--- config.mk ---
export PLATFORM = sky130hd
export DESIGN_NAME = tim6_counter_core
export DESIGN_NICKNAME = d
export VERILOG_FILES = /design/src/rtl/tim6_counter_core.sv
export SDC_FILE = /design/constraint.sdc
export NUM_CORES = 1
export LEC_CHECK = 0
export ABC_AREA = 1
export CORE_ASPECT_RATIO = 1.25
export CORE_UTILIZATION = 49
export DETAILED_ROUTE_END_ITERATION = 12
export GPL_TIMING_DRIVEN = 1
export PLACE_DENSITY = 0.77
export SYNTH_ARGS = -nofsm -noshare
export SYNTH_HDL_FRONTEND = slang
export SYNTH_SLANG_ARGS = --single-unit
--- constraint.sdc ---
create_clock -name clk -period 1.8 [get_ports clk]
set_input_delay 0.18 -clock clk [delete_from_list [all_inputs] [get_ports clk]]
set_output_delay 0.18 -clock clk [all_outputs]
set_load 0.02 [all_outputs]
--- src/rtl/tim6_counter_core.sv ---
// TIM6 counting engine: prescaler, 16-bit up-counter, update events, UIF/IRQ and one-pulse stop.
// Optional DMA request path is built when TIM6_DMA_EN is defined.
module tim6_counter_core #(
  parameter int unsigned      CNT_W   = 16,
  parameter logic [CNT_W-1:0] ARR_RST = {CNT_W{1'b1}}
) (
  input  logic             clk,
  input  logic             rst,
  input  logic [4:0]       i_tim6_cr1,
  input  logic             i_uie,
  input  logic             i_psc_wr,
  input  logic             i_arr_wr,
  input  logic             i_cnt_wr,
  input  logic [CNT_W-1:0] i_wdata,
  input  logic             i_ug,
  input  logic             i_uif_clr,
  output logic [CNT_W-1:0] o_cnt,
  output logic [CNT_W-1:0] o_psc,
  output logic [CNT_W-1:0] o_arr,
  output logic             o_uif,
  output logic             o_uev,
  output logic             o_irq,
  output logic             o_cen_clr
`ifdef TIM6_DMA_EN
  ,
  input  logic             i_ude,
  input  logic             i_dma_ack,
  output logic             o_dma_req
`endif
);

  logic cen, udis, urs, opm, arpe;
  assign {arpe, opm, urs, udis, cen} = i_tim6_cr1;

  logic [CNT_W-1:0] cnt_q, cnt_d, pc_q, pc_d;
  logic [CNT_W-1:0] psc_pre_q, psc_pre_d, psc_sh_q, psc_sh_d;
  logic [CNT_W-1:0] arr_pre_q, arr_pre_d, arr_sh_q, arr_sh_d;
  logic             uif_q, uif_d, uev_q, uev_d, cen_clr_q, cen_clr_d, halt_q, halt_d;

  logic run_c, tick_c, ovf_c, upd_c, uif_set_c;

  // Tick when the prescaler reaches its shadow; overflow only on a tick that UG/CNT write do not override.
  assign run_c     = cen & ~halt_q;
  assign tick_c    = run_c & (pc_q == psc_sh_q);
  assign ovf_c     = tick_c & ~i_ug & ~i_cnt_wr & (arr_sh_q != '0) & (cnt_q >= arr_sh_q);
  assign upd_c     = ~udis & (i_ug | ovf_c);
  assign uif_set_c = ~udis & (ovf_c | (i_ug & ~urs));

  always_comb begin
    cnt_d     = cnt_q;
    pc_d      = pc_q;
    psc_pre_d = psc_pre_q;
    psc_sh_d  = psc_sh_q;
    arr_pre_d = arr_pre_q;
    arr_sh_d  = arr_sh_q;
    uif_d     = uif_q;
    halt_d    = halt_q;
    uev_d     = upd_c;
    cen_clr_d = upd_c & opm;

    if (i_psc_wr) psc_pre_d = i_wdata;
    if (i_arr_wr) arr_pre_d = i_wdata;

    if (i_ug) begin
      cnt_d = '0;
      pc_d  = '0;
    end else begin
      if (run_c) pc_d = tick_c ? '0 : CNT_W'(pc_q + CNT_W'(1));
      if (i_cnt_wr) cnt_d = i_wdata;
      else if (tick_c && (arr_sh_q != '0)) cnt_d = ovf_c ? '0 : CNT_W'(cnt_q + CNT_W'(1));
    end

    // Shadows take the preload value that was present before this clock's writes.
    if (upd_c) begin
      psc_sh_d = psc_pre_q;
      if (arpe) arr_sh_d = arr_pre_q;
    end
    if (i_arr_wr && !arpe) arr_sh_d = i_wdata;

    if (uif_set_c)      uif_d = 1'b1;
    else if (i_uif_clr) uif_d = 1'b0;

    if (!cen)             halt_d = 1'b0;
    else if (upd_c && opm) halt_d = 1'b1;
  end

  always_ff @(posedge clk) begin
    if (rst) begin
      cnt_q     <= '0;
      pc_q      <= '0;
      psc_pre_q <= '0;
      psc_sh_q  <= '0;
      arr_pre_q <= ARR_RST;
      arr_sh_q  <= ARR_RST;
      uif_q     <= 1'b0;
      uev_q     <= 1'b0;
      cen_clr_q <= 1'b0;
      halt_q    <= 1'b0;
    end else begin
      cnt_q     <= cnt_d;
      pc_q      <= pc_d;
      psc_pre_q <= psc_pre_d;
      psc_sh_q  <= psc_sh_d;
      arr_pre_q <= arr_pre_d;
      arr_sh_q  <= arr_sh_d;
      uif_q     <= uif_d;
      uev_q     <= uev_d;
      cen_clr_q <= cen_clr_d;
      halt_q    <= halt_d;
    end
  end

`ifdef TIM6_DMA_EN
  logic dma_q;
  // Request latches on any update event (UG included, URS ignored) and holds until acknowledged.
  always_ff @(posedge clk) begin
    if (rst)                 dma_q <= 1'b0;
    else if (upd_c && i_ude) dma_q <= 1'b1;
    else if (i_dma_ack)      dma_q <= 1'b0;
  end
  assign o_dma_req = dma_q;
`endif

  assign o_cnt     = cnt_q;
  assign o_psc     = psc_pre_q;
  assign o_arr     = arr_pre_q;
  assign o_uif     = uif_q;
  assign o_uev     = uev_q;
  assign o_cen_clr = cen_clr_q;
  assign o_irq     = uif_q & i_uie;

endmodule
## Word level (Yosys, flattened, before mapping)

Index checks and enable logic that the tools add are counted.

| cells by class | value |
|---|---|
| add/subtract/negate cells | 2 |
| order comparisons | 1 |
| equality and inequality tests | 1 |
| multiplexer cells | 9 |
| bitwise logic cells | 19 |
| reduce and logical (&&, ||, !) cells | 12 |

Operator list:

| cell | count |
|---|---|
| two-way mux 16 bit | 7 |
| adder 16 x 1 -> 16 bit, second input constant | 2 |
| equality test 16 bit | 1 |
| >= comparator 16 bit | 1 |
| nonzero test 16 bit | 1 |
| bitwise AND 1 bit | 11 |
| nonzero test 2 bit | 4 |
| NOT 1 bit | 6 |
| OR reduction 2 bit | 2 |
| logical AND 1 bit | 3 |
| two-way mux 1 bit | 2 |
| bitwise OR 1 bit | 2 |
| AND reduction 2 bit | 1 |
| zero test 1 bit | 1 |

| word-level totals | value |
|---|---|
| flip-flop bits (word level) | 100 |
| bits of input ports | 29 |
| output and inout port bits | 52 |
| logic and storage cells | 54 |

## Depth between registers and ports, before layout

| logic depth | value |
|---|---|
| word-level depth | 11 |
| gate-level depth with buffers | 17 |
| mapped depth without buffers | 16 |

## Worst setup path after synthesis

OpenSTA, ideal clock, no wires.

| path | value |
|---|---|
| path type | register -> register |
| start point | register cnt_q[0], in the netlist o_cnt[0] |
| end point | register arr_sh_q[10] |
| arrival time | 1.900 ns |
| required time | 1.666 ns |
| slack | -0.234 ns |
| stages on the path, launching flop included | 17 |
| clock period less this slack | 2.034 ns |
| cell sequence | dfxtp_1 > inv_1 > ha_1 > nand2_1 > nor2_1 > nor2_1 > nand2_1 > nand2_1 > nand2_1 > nand2_1 > nand2_1 > nand3_2 > nand2_4 > nand3_4 > buf_2 > nand3_1 > nand3_1 |

| between the ends | value |
|---|---|
| word-level cells in the longest chain between the ends | 6 |

RTL lines:

| what | RTL line | source |
|---|---|---|
| start: declaration | 35 | `logic [CNT_W-1:0] cnt_q, cnt_d, pc_q, pc_d;` |
| start signal: assignment | 100 | `cnt_q <= cnt_d;` |
| >= comparator 16 bit | 45 | `assign ovf_c = tick_c & ~i_ug & ~i_cnt_wr & (arr_sh_q != '0) & (cnt_q >= arr_sh_q);` |
| bitwise AND 1 bit | 45 |  |
| bitwise OR 1 bit | 46 | `assign upd_c = ~udis & (i_ug \| ovf_c);` |
| bitwise AND 1 bit | 46 |  |
| nonzero test 2 bit (no line) | -- |  |
| AND reduction 2 bit (no line) | -- |  |
| end signal: assignment | 105 | `arr_sh_q <= arr_sh_d;` |
| end: declaration | 37 | `logic [CNT_W-1:0] arr_pre_q, arr_pre_d, arr_sh_q, arr_sh_d;` |

Every way passes these cells.
A chain may end at the register's enable or synchronous reset.

## Final worst setup path

| path | value |
|---|---|
| start point | register arr_sh_q[14] |
| end point | register arr_sh_q[14] |

| between the ends | value |
|---|---|
| word-level cells in the longest chain between the ends | 7 |

RTL lines:

| what | RTL line |
|---|---|
| parallel branches: the longest is 2 deep, another holds >= comparator 16 bit | -- |
| bitwise AND 1 bit * | 45 |
| bitwise OR 1 bit * | 46 |
| bitwise AND 1 bit * | 46 |
| nonzero test 2 bit (no line) * | -- |
| AND reduction 2 bit (no line) * | -- |

Mark *: on every way between the ends.

==> flow_summary.ini <==
[run_status]
status = complete, but fails checks
violations = setup timing

[min_path]
hp-start = i_tim6_cr1[2]
hold_end = o_uif
whs_path_depth = 4
hold_class = in -> reg

[sta]
slew_headroom = 0.630
tns_ns = -13.52
rsz0062_at_grt = yes
period_minus_slack_ns = 2.21
finalHoldViolations = 0
final-setup-viol-count = 52
fin_ws_ns = -0.405
worstMarginPinSlew_ns = 0.555
drv_slew = 0
max_freq_mhz = 453
finalCritPeriodShare = 1.23
skew_ns = 0.0104
whs_ns = 0.416

[power]
clkPwrFrac = 0.361
p_comb_frac = 0.199
p_int_w = 0.00392
pwr-share-seq = 0.440
switching_share = 0.295
ir_drop_mv = 0.609
p_sw_w = 0.00164
power_density_nw_per_um2 = 741
leakage_nw = 3.25

[layout]
nNetsFinal = 923
finalNonFillerCells = 1010
area_growth_pct = 47.4
diodes = 0
fillers = 684
layout-drive-gt1-share = 0.268
final_core_utilization = 0.742

[critical_path]
cp.arrival_ns = 2.48
reg2reg_to = arr_sh_q[14]
r2r_slack_ns = -0.41
reg2regPathDepth = 12
path_cells = inv_2 -> ha_4 -> nand4_1 -> nor3_2 -> nand2_1 -> nand2_2 -> nand3_4 -> nand2_8 -> nand3_4 -> nand2_8 -> nand2_2 -> nand3_1
endpoint_kind = flop
slowest_delay_ns = 0.37
reg2reg_from = arr_sh_q[14]
worstSetupStartpointType = flop
crit_fanout = 8
required_ns = 2.07
path_class = reg -> reg
critPathSlowestCell = dfxtp_2

[yosys]
dominantRegCellSynth = dfxtp_1
synthCells = 722
synthTopCellsByArea = dfxtp_1, nand2_1, inv_1, nor2_1, o21ai_0
yosysTopAreaCell = dfxtp_1
yosysMostFrequentCell = nand2_1
synth.distinct_cells = 41
synth_nets = 769
async_reset_ff_frac = 0
ys_seq_elements = 100
avgSynthCellArea_um2 = 7.05
ys_seq_area_frac = 0.394
synth_area_um2 = 5090
synth_top_area_share = 0.394
synth-edff-count = 0
ys_warn_count = 0
synth.top_cells.by_count = nand2_1, dfxtp_1, inv_1, nor2_1, o21ai_0

[grt]
grt_pass1_vias = 5378
antenna_found_initial = 0
grt_overflow_total = 0
grt_start_max_net_pins = 66
grt_pass1_wl_um = 25500
gr-usage-all-layers = 0.305

[place]
dp.cells = 979
place_hpwl_um = 11200
io_buffers = 80
globalplace.congestion = 0.921

[drt]
drc = 0
viasPerCell = 5.64
wl_per_cell_um = 16.9
routed_wl_um = 17000
dr.first_iter.drc_count = 471
postRouteAntennaNets = 0
dr_total_vias = 5694
drt_first_pass_iters = 5

[floorplan]
dieArea_um2 = 10800
initial_core_util = 0.503
rows = 41
io_pins = 81
core_area_um2 = 10100
die_h_um = 116
die_w_um = 93.1

[cts]
htree_levels = 3
path_clk_slew_ns = 0.08
clock-root-buffer = clkbuf_16
clockBufferDepth = 2
cts_sinks = 100
cts_made_buffers = 9
insertion_delay_ns = 0.35
cts_tree = done

[job]
drv_cap = 0
-- registers in the layout (all words and copies together) (netlist names) --
name / flops
o_cnt: 16
psc_sh_q: 16
o_psc: 16
halt_q: 1
o_uif: 1
arr_sh_q: 16
pc_q: 16
o_cen_clr: 1
o_arr: 16
o_uev: 1
-- logic make-up after synthesis --
kind of cell	share of synthesized area
and+or+nand+nor	0.277
buffers and inverters	0.105
AOI/OAI and AO/OA	0.149
adders and majority gates	0.0443
xor gates and xnor gates	0.0310
DFF	0.394
-- cells in the final DEF (no fill, tap or decap), types with 5 or more instances in the layout --
| master | instances |
|---|---|
| nand2_1 | 108 |
| inv_1 | 89 |
| buf_4 | 81 |
| clkdlybuf4s50_1 | 80 |
| nor2_1 | 68 |
| dfxtp_1 | 67 |
| o21ai_0 | 46 |
| nand3_1 | 39 |
| a21oi_1 | 36 |
| dfxtp_2 | 29 |
| nand4_1 | 20 |
| nand2_2 | 19 |
| o211ai_1 | 16 |
| nand3_2 | 15 |
| inv_2 | 14 |
| xor2_1 | 11 |
| o22ai_1 | 9 |
| o21ai_1 | 9 |
| ha_4 | 9 |
| ha_1 | 9 |
| clkbuf_16 | 9 |
| nor2_4 | 7 |
| nor2_2 | 6 |
| xnor2_1 | 6 |
| nand2_4 | 6 |
| a31oi_1 | 6 |
| nor3_1 | 5 |
| nand3b_1 | 5 |
| nor3b_1 | 5 |
-- what timing repair did --
item,in CTS,in global routing
resized for setup,68,61
pin swaps,16,16
cloned,5,1
setup endpoints to repair,55,57
hold buffers,0,0
buffers inserted,6,4
-- routing by layer --
layer  GRT usage  wire length, um  vias up
met2       0.550             8680      263
met5           0                0        -
met1       0.348             6350     2658
met3      0.0387              980       85
met4       0.165             1030        0
li1            -                -     2688
-- worst max-delay path: cells and delay by family, from the launching register on --
kind,cells,cell delay [ns]
fa+ha+maj,1,0.26
buf+inv,1,0.06
flops,1,0.37
simple gates,10,1.43
-- layout make-up --
cell class	instances	area [um2]	share of cell area
multi-input cells	490	3040	0.406
flip-flops and latches	100	2050	0.274
repair buffers	166	1500	0.200
inverters	107	419	0.0559
clock buffers	10	229	0.0305
well taps	129	161	0.0215
clock inverters	6	72.6	0.00968
repair inverters	2	17.5	0.00234
-- power by group through the flow --
stage / logic (W) / clock network, W / registers (W)
after global placement: 0.000905 / 0 / 0.00248
after detailed placement: 0.000926 / 0 / 0.00248
after floorplan: 0.000440 / 0 / 0.00254
final: 0.00110 / 0.00201 / 0.00244
after global routing: 0.00119 / 0.00210 / 0.00245
after CTS: 0.00101 / 0.00200 / 0.00244
-- metrics by stage --
step	worst slack, ns	area (um2)	power (W)
floorplan	-0.0700	5140	0.00298
finish	-0.405	7500	0.00555
global route	-0.503	7500	0.00575
global placement	-0.383	6580	0.00338
detailed placement	-0.406	6580	0.00341
CTS	-0.131	7240	0.00545
-- worst max-delay path by stage --
stage,start,end
3_3_place_gp,i_tim6_cr1[0],arr_sh_q[10]
5_1_grt,arr_sh_q[14],arr_sh_q[15]
4_1_cts,arr_sh_q[15],arr_sh_q[14]
3_5_place_dp,i_tim6_cr1[0],arr_sh_q[8]
2_1_floorplan,o_cnt[0],arr_sh_q[10]
6_report,arr_sh_q[14],arr_sh_q[14]
(Power assumes the default switching activity.)
